[src/rtl/alu_pwr_pkg.sv]
// Shared types and constants for the ALU power-domain sequencer.
// The state encoding doubles as the externally visible pwr_state status value.
package alu_pwr_pkg;

    localparam int PWR_STATE_W = 3;

    localparam int unsigned DEF_ISO_SETUP_CYC = 32'd4;
    localparam int unsigned DEF_PWR_DN_CYC    = 32'd8;
    localparam int unsigned DEF_PWR_UP_CYC    = 32'd16;
    localparam int unsigned DEF_ISO_HOLD_CYC  = 32'd2;

    typedef enum logic [PWR_STATE_W-1:0] {
        ST_OFF      = 3'd0,
        ST_PWR_UP   = 3'd1,
        ST_ISO_REL  = 3'd2,
        ST_ON       = 3'd3,
        ST_ISO_SET  = 3'd4,
        ST_OFF_WAIT = 3'd5
    } pwr_state_e;

    typedef struct packed {
        logic pwr;
        logic iso;
        logic ready;
    } pwr_out_t;

    // Output triple for each state; unknown codes fall back to the safe OFF values.
    function automatic pwr_out_t state_outputs(input pwr_state_e st);
        pwr_out_t o;
        case (st)
            ST_OFF:      begin o.pwr = 1'b0; o.iso = 1'b1; o.ready = 1'b0; end
            ST_PWR_UP:   begin o.pwr = 1'b1; o.iso = 1'b1; o.ready = 1'b0; end
            ST_ISO_REL:  begin o.pwr = 1'b1; o.iso = 1'b0; o.ready = 1'b0; end
            ST_ON:       begin o.pwr = 1'b1; o.iso = 1'b0; o.ready = 1'b1; end
            ST_ISO_SET:  begin o.pwr = 1'b1; o.iso = 1'b1; o.ready = 1'b0; end
            ST_OFF_WAIT: begin o.pwr = 1'b0; o.iso = 1'b1; o.ready = 1'b0; end
            default:     begin o.pwr = 1'b0; o.iso = 1'b1; o.ready = 1'b0; end
        endcase
        return o;
    endfunction

    function automatic int unsigned max_cyc(input int unsigned a, input int unsigned b,
                                            input int unsigned c, input int unsigned d);
        int unsigned m;
        m = a;
        if (b > m) m = b;
        if (c > m) m = c;
        if (d > m) m = d;
        return m;
    endfunction

endpackage

[src/rtl/pwr_seq_timer.sv]
// Per-state dwell counter: restarts at zero on clr, otherwise counts up and
// saturates at all-ones; tc flags that the count has reached target.
module pwr_seq_timer #(
    parameter int unsigned WIDTH = 5
) (
    input  logic             clk,
    input  logic             rst_n,
    input  logic             clr,
    input  logic [WIDTH-1:0] target,
    output logic             tc
);

    logic [WIDTH-1:0] count_q;
    logic [WIDTH-1:0] count_d;

    // Next count: clear wins, then increment unless already saturated.
    always_comb begin
        count_d = count_q;
        if (clr) begin
            count_d = {WIDTH{1'b0}};
        end else if (!(&count_q)) begin
            count_d = count_q + {{(WIDTH-1){1'b0}}, 1'b1};
        end else begin
            count_d = count_q;
        end
    end

    // Count register.
    always_ff @(posedge clk or negedge rst_n) begin
        if (!rst_n) begin
            count_q <= {WIDTH{1'b0}};
        end else begin
            count_q <= count_d;
        end
    end

    assign tc = (count_q == target);

endmodule

[src/rtl/alu_power_ctrl.sv]
// Power-sequencing FSM for the gated ALU domain: isolation is always applied
// before power is removed and released only after power has ramped.
module alu_power_ctrl
    import alu_pwr_pkg::*;
#(
    parameter int unsigned ISO_SETUP_CYC = DEF_ISO_SETUP_CYC,
    parameter int unsigned PWR_DN_CYC    = DEF_PWR_DN_CYC,
    parameter int unsigned PWR_UP_CYC    = DEF_PWR_UP_CYC,
    parameter int unsigned ISO_HOLD_CYC  = DEF_ISO_HOLD_CYC
) (
    input  logic                   clk,
    input  logic                   rst_n,
    input  logic                   pwr_req,
    input  logic                   alu_busy,
    output logic                   alu_pwr_en,
    output logic                   iso_en,
    output logic                   alu_ready,
    output logic                   pwr_done,
    output logic [PWR_STATE_W-1:0] pwr_state
);

    localparam int unsigned TMR_W =
        $clog2(max_cyc(ISO_SETUP_CYC, PWR_DN_CYC, PWR_UP_CYC, ISO_HOLD_CYC)) + 1;

    pwr_state_e       state_q, state_d;
    pwr_out_t         out_d;
    logic             alu_pwr_en_q, iso_en_q, alu_ready_q, pwr_done_q;
    logic             pwr_done_d;
    logic             tmr_clr_s;
    logic             tmr_tc_s;
    logic [TMR_W-1:0] tmr_target_s;

    // Next-state and dwell-target selection; timed states never abort early.
    always_comb begin
        state_d      = state_q;
        tmr_target_s = {TMR_W{1'b0}};
        case (state_q)
            ST_OFF: begin
                if (pwr_req) state_d = ST_PWR_UP;
                else         state_d = ST_OFF;
            end
            ST_PWR_UP: begin
                tmr_target_s = TMR_W'(PWR_UP_CYC - 32'd1);
                if (tmr_tc_s) state_d = ST_ISO_REL;
                else          state_d = ST_PWR_UP;
            end
            ST_ISO_REL: begin
                tmr_target_s = TMR_W'(ISO_HOLD_CYC - 32'd1);
                if (tmr_tc_s) state_d = ST_ON;
                else          state_d = ST_ISO_REL;
            end
            ST_ON: begin
                if (!pwr_req && !alu_busy) state_d = ST_ISO_SET;
                else                       state_d = ST_ON;
            end
            ST_ISO_SET: begin
                tmr_target_s = TMR_W'(ISO_SETUP_CYC - 32'd1);
                if (tmr_tc_s) state_d = ST_OFF_WAIT;
                else          state_d = ST_ISO_SET;
            end
            ST_OFF_WAIT: begin
                tmr_target_s = TMR_W'(PWR_DN_CYC - 32'd1);
                if (tmr_tc_s) state_d = ST_OFF;
                else          state_d = ST_OFF_WAIT;
            end
            default: begin
                state_d = ST_OFF;
            end
        endcase
    end

    // Outputs are decoded from the next state so they change on the transition edge.
    always_comb begin
        out_d      = state_outputs(state_d);
        tmr_clr_s  = (state_d != state_q);
        pwr_done_d = tmr_clr_s && ((state_d == ST_ON) || (state_d == ST_OFF));
    end

    // State and registered output flops; reset forces the clamped, unpowered values.
    always_ff @(posedge clk or negedge rst_n) begin
        if (!rst_n) begin
            state_q      <= ST_OFF;
            alu_pwr_en_q <= 1'b0;
            iso_en_q     <= 1'b1;
            alu_ready_q  <= 1'b0;
            pwr_done_q   <= 1'b0;
        end else begin
            state_q      <= state_d;
            alu_pwr_en_q <= out_d.pwr;
            iso_en_q     <= out_d.iso;
            alu_ready_q  <= out_d.ready;
            pwr_done_q   <= pwr_done_d;
        end
    end

    pwr_seq_timer #(
        .WIDTH (TMR_W)
    ) u_timer (
        .clk    (clk),
        .rst_n  (rst_n),
        .clr    (tmr_clr_s),
        .target (tmr_target_s),
        .tc     (tmr_tc_s)
    );

    assign alu_pwr_en = alu_pwr_en_q;
    assign iso_en     = iso_en_q;
    assign alu_ready  = alu_ready_q;
    assign pwr_done   = pwr_done_q;
    assign pwr_state  = state_q;

endmodule

[config.mk]
export PLATFORM = sky130hd
export DESIGN_NAME = alu_power_ctrl
export DESIGN_NICKNAME = d
export VERILOG_FILES = /design/src/rtl/alu_pwr_pkg.sv /design/src/rtl/pwr_seq_timer.sv /design/src/rtl/alu_power_ctrl.sv
export SDC_FILE = /design/constraint.sdc
export NUM_CORES = 1
export LEC_CHECK = 0
export CORE_ASPECT_RATIO = 1.75
export CORE_MARGIN = 2
export CORE_UTILIZATION = 25
export CTS_CLUSTER_DIAMETER = 50
export DETAILED_ROUTE_END_ITERATION = 12
export GPL_ROUTABILITY_DRIVEN = 1
export PLACE_DENSITY_LB_ADDON = 0.08
export SLEW_MARGIN = 25
export SYNTH_ARGS = -nofsm -noshare
export SYNTH_HDL_FRONTEND = slang
export SYNTH_SLANG_ARGS = --single-unit
[constraint.sdc]
create_clock -name clk -period 2.31 [get_ports clk]
set_clock_uncertainty 0.05 [all_clocks]
set_input_delay 0.5775 -clock clk [delete_from_list [all_inputs] [get_ports clk]]
set_output_delay 0.5775 -clock clk [all_outputs]
set_load 0.1 [all_outputs]
==> results.sh <==
export IMPL_antenna_found_initial=0
export IMPL_worstPathMaxFanout=6
export IMPL_crit_path_start_kind="flip-flop"
export IMPL_dieArea_sq_um=3490
export IMPL_num_vias=626
export IMPL_yosysTopAreaCellShare_pct=36.5
export IMPL_grt_usage_pct=12.5
export IMPL_critPathRequiredTime_ns=2.39
export IMPL_gr_usage_met1_pct=13.7
export IMPL_clkLatencyLatePin_ns=0.24
export IMPL_layout_commonest_cell="buf_4"
export IMPL_synth_edf_count=0
export IMPL_final_cell_mix="buf_4, dfrtp_1, nor2b_1"
export IMPL_finalInstanceArea_sq_um=986
export IMPL_hold_violations=0
export IMPL_clk_path_buf_depth=2
export IMPL_synthCells=77
export IMPL_hold_path_class="primary input to asynchronous set/reset pin"
export IMPL_cts_resized=0
export IMPL_fill_cells=303
export IMPL_diodes=0
export IMPL_drive_above_1_share_pct=26.4
export IMPL_slowest_delay_ns=0.49
export IMPL_area_delta_synth_final_pct=30.7
export IMPL_synth_ff_type="dfrtp_1"
export IMPL_yosysTopAreaCell="dfrtp_1"
export IMPL_clk_pin_slew_ns=0.05
export IMPL_cts_tree="done"
export IMPL_start_util_pct=26.1
export IMPL_synth_area_sq_um=754
export IMPL_crit_type="flip-flop to flip-flop"
export IMPL_crit_chain="nor2b_1, or4_4, a221oi_4, a31oi_1, a21o_1"
export IMPL_period_minus_slack_ns=2.02
export IMPL_arrival_ns=2.10
export IMPL_status="finished, final reports clean"
export IMPL_synth_distinct_cells=37
export IMPL_post_cts_setup_buffer_count=0
export IMPL_yosys_warnings=0
export IMPL_drt_pass1_iter_count=5
export IMPL_rsz0062_at_grt="false"
export IMPL_maxSlewHeadroom_pct=62.8
export IMPL_worst_path_max_delay_cell="or4_4"
export IMPL_synth_area_leaders="dfrtp_1, xnor2_1, nor2b_1"
export IMPL_io_pins=11
export IMPL_grt_pass1_vias=652
export IMPL_grt_use_met2_pct=20.8
export IMPL_htree_levels=1
export IMPL_fin_setup_tns_ns=0
export IMPL_fp_dieW_um=45.5
export IMPL_drt_initial_drc_count=12
export IMPL_drv_slew=0
export IMPL_design_core_area_sq_um=2900
export IMPL_ant_nets=0
export IMPL_avgSynthCellArea_sq_um=9.80
export IMPL_place_port_buffers=10
export IMPL_grt_most_used_layer="met2"
export IMPL_clock_sinks=12
export IMPL_placed_cell_area_sq_um=931
export IMPL_wl_um=1870
export IMPL_final_setup_viol_count=0
export IMPL_grt_pass1_wl_um=3120
export IMPL_grt_ovfl_total=0
export IMPL_cts_root_buf="clkbuf_8"
export IMPL_met3_usage_pct=1.41
export IMPL_synth_nets=83
export IMPL_final_period_utilization_pct=87.3
export IMPL_finalNetCount=98
export IMPL_ys_async_sr_fraction_pct=100
export IMPL_wl_per_cell_um=15.7
export IMPL_tightestPinTransition_ns=0.556
export IMPL_grt_max_degree=17
export IMPL_maxCapViolCount=0
export IMPL_drc=0
export IMPL_timing_fmax_mhz=496
export IMPL_gp_congestion=0.712
export IMPL_placementRows=26
export IMPL_end_kind="flip-flop"
export IMPL_place_hpwl_um=1450
export IMPL_cts_buffers=3
export IMPL_ys_seq_elements=12
export IMPL_vias_per_cell=5.26
export IMPL_synth_seq_area_share_pct=40.0
export IMPL_die_y_um=76.7
export IMPL_postCtsHoldBufs=0
==> kinds of logic (layout without fill, tap and decap cells) <==
kind of cell | Yosys count | after routing | synth area share (%)
multiplexers | 2 | 2 | 2.65
AO/OA/AOI/OAI | 18 | 18 | 19.9
XOR/XNOR | 4 | 4 | 4.64
AND/OR/NAND/NOR | 32 | 32 | 25.9
flip-flops | 12 | 12 | 40.0
buffers and inverters | 7 | 21 | 3.65
adder cells (fa/ha/maj) | 2 | 2 | 3.32
==> metal layers <==
| metal | up-vias | share of wire [%] |
|---|---|---|
| li1 | 311 | - |
| met1 | 298 | 36 |
| met2 | 10 | 57 |
| met3 | 7 | 2.3 |
| met4 | 0 | 4.1 |
| met5 | - | 0 |
==> flip-flops by register name, summed over array words and instances (netlist names) <==
signal and cells:
alu_pwr_en 1, alu_ready 1, iso_en 1, pwr_done 1, pwr_state 3, u_timer.count_q 5
==> cell type report <==
class	count	area, sq um	share of cell area, %
sequential	12	305	31.0
inverter	2	7.51	0.761
timing repair buffer	15	158	16.0
clock buffer	4	55.1	5.58
multi-input combinational	58	425	43.1
tap	28	35.0	3.55
==> path summary, 6_finish.rpt <==
kind                               startpoint                  to  slack (ns)  cells after the start
min                                     rst_n        pwr_state[2]        0.64                      1
min reg2reg                u_timer.count_q[4]  u_timer.count_q[4]        0.64                      2
max reg2reg                      pwr_state[2]        pwr_state[2]        0.29                      5
max                              pwr_state[2]        pwr_state[2]        0.29                      5
max in group asynchronous               rst_n        pwr_state[1]        1.17                      1
min in group clk           u_timer.count_q[4]  u_timer.count_q[4]        0.64                      2
==> synthesized netlist by cell type (2+ instances only) <==
cell      instances
a21oi_1           3
nand3_1           3
dfrtp_1          11
xnor2_1           4
clkbuf_1          4
nor3b_1           2
nor2_1            2
nor2b_1           5
ha_1              2
mux2i_1           2
nand2b_1          3
nand4b_1          2
a21o_1            3
nand2_1           4
and2_1            3
or3_1             3
==> per-stage QoR <==
step | hold WS [ns] | setup slack [ns] | util [%] | instances
after floorplan | 0.232 | 0.0205 | - | 77
after global placement | 0.629 | 0.201 | 32.2 | 115
after detailed placement | 0.635 | 0.223 | 32.2 | 115
after CTS | 0.648 | 0.278 | 34.1 | 119
after global routing | 0.669 | 0.199 | 34.1 | 119
final | 0.638 | 0.292 | 34.1 | 119
==> critical path, delay by kind of cell (launching register included) <==
kind | cells | cell delay, ns
AO/OA/AOI/OAI | 3 | 0.79
flip-flops | 1 | 0.44
AND/OR/NAND/NOR | 2 | 0.63
Power is left out: the tool's default activity adds up to more than one toggle a clock period on the data nets, which glitch-free logic cannot reach.
==> variant (config.mk and constraints unchanged) <==
The package constant `DEF_ISO_HOLD_CYC` goes from 32'd2 to 32'd4.
--- a/src/rtl/alu_pwr_pkg.sv
+++ b/src/rtl/alu_pwr_pkg.sv
@@ -7,7 +7,7 @@
     localparam int unsigned DEF_ISO_SETUP_CYC = 32'd4;
     localparam int unsigned DEF_PWR_DN_CYC    = 32'd8;
     localparam int unsigned DEF_PWR_UP_CYC    = 32'd16;
-    localparam int unsigned DEF_ISO_HOLD_CYC  = 32'd2;
+    localparam int unsigned DEF_ISO_HOLD_CYC  = 32'd4;
 
     typedef enum logic [PWR_STATE_W-1:0] {
         ST_OFF      = 3'd0,
Formal check against the unedited RTL: no difference found for any inputs over 10 cycles, from zero or initial values and one cycle with rst_n low; that may be too few to reach the edited logic, so the function may still have changed.
==> variant against the unedited design <==
  * Setup slack better by 0.063 ns
  * Global-route usage decreased by 0.15 points
  * Cell count down 1.7%
  * Routed wire length shrank 6.0%
  * Hold slack worse by 0.051 ns
  * Synthesized area fell by 5.5%
  * Die area shrank 5.1%
  * Non-clock buffer count unchanged
  * Sequential cell count stayed put
  * Final area is 3.8% lower
==> variant: results (changes against the unedited design) <==
* Reg-to-reg endpoint: u_timer.count_q[3]
* Met2 routed WL at 971 um (-9.3%)
* NumNets Final at 97 (-1.0%)
* Met3 WL at 48 um (+14%)
* Reg clk slew, reported paths at 0.05 ns (about the same)
* Maximum vdd drop at 0.637 mV
* Netlist cell types at 33 (-11%)
* Vias in the first global route at 635 (-2.6%)
* First-pass GRT wire length at 2.98 mm (-4.4%)
* DP Area at 893 sq um (-4.0%)
* Post-Syn Nets at 80 (-3.6%)
* Avg Cell Area, Syn at 9.64 sq um (-1.6%)
* Asr flop ratio synth at 100% (unchanged)
* Top post-synthesis cells by count: dfrtp_1, nor3_1, o21ai_0
* Gr usage total at 12.3% (-0.15 points)
* Routability congestion estimate at 0.786 (+10%)
* YS warnings at 0 (unchanged)
* Worst-path maximum fanout at 12 (+6)
* M1 WL at 715 um (+5.8%)
* GR met1 Demand/Resource at 14.9% (+1.2 points)
* DR iter-0 viols at 21 (+9)
* Initial antenna violation count at 0 (unchanged)
* Post-cts hold buffer count at 0 (unchanged)
* Hold endpoint: u_timer.count_q[2]
* DR WL/cell at 15.0 um (-4.3%)
* Hold WS at 0.587 ns (-0.0510 ns)
* Placed cells at 113 (-1.7%)
* Port bufs at 10 (unchanged)
* M2 GR Usage at 21.6% (+0.72 points)
* Detail Placement HPWL at 1.38 mm (-4.8%)
* Part of the Yosys area used for sequential elements at 42.3% (+2.3 points)
* Min-delay worst type: flop to flop
* Via density at 5.33 (+1.4%)
* Pre-CTS WS at 0.176 ns (-0.0469 ns)
* Clock Path Buffers at 2 (unchanged)
* FF-to-FF Start: pwr_state[0]
* Slew headroom at 61.5% (-1.4 points)
* Register with the most flip-flops: u_timer.count_q
* Status: finished, final reports clean
* Root Buffer: clkbuf_8
* Layout cells sized above 1 at 23.3% (-3.0 points)
* Final WL at 1.75 mm (-6.0%)
* Synth top area cells: dfrtp_1, nor3_1, o21ai_0, dfstp_2, a211o_1
* Post-route setup slack at 0.356 ns (+0.0632 ns)
* 1st-pass router iterations at 4 (-1)
* GR Util met3 at 1.68% (+0.27 points)
* CP arrival at 1.99 ns (-0.11 ns)
[variant: worst max-delay path, cell delays in order, from the launching register on]
cell	delay, ns
dfrtp_1	0.42
buf_4	0.20
o21ai_0	0.22
nand4_1	0.28
a221oi_2	0.50
nor3_1	0.13
[variant: final cells by class]
class	count	area (sq um)
clock buffer	4	55.1
multi-input combinational	56	388
inverter	3	11.3
fill	281	1770
timing repair buffer	15	158
tap	27	33.8
sequential	12	303
[variant: cell families after synthesis]
family	count (synthesis)	share of synthesized area, %
xor+xnor	4	4.91
fa+ha+maj	2	3.51
flops	12	42.3
mux	2	2.81
compound gates	23	23.7
buf+inv	6	3.33
simple gates	25	19.5
[variant: power groups by stage]
stage	logic [W]	clock network, W	registers, W
final	0.000907	0.000228	0.000373
after global placement	0.000922	0	0.000377
after global routing	0.000972	0.000249	0.000392
after floorplan	0.000355	0	0.000658
after detailed placement	0.000914	0	0.000382
after CTS	0.000918	0.000237	0.000378
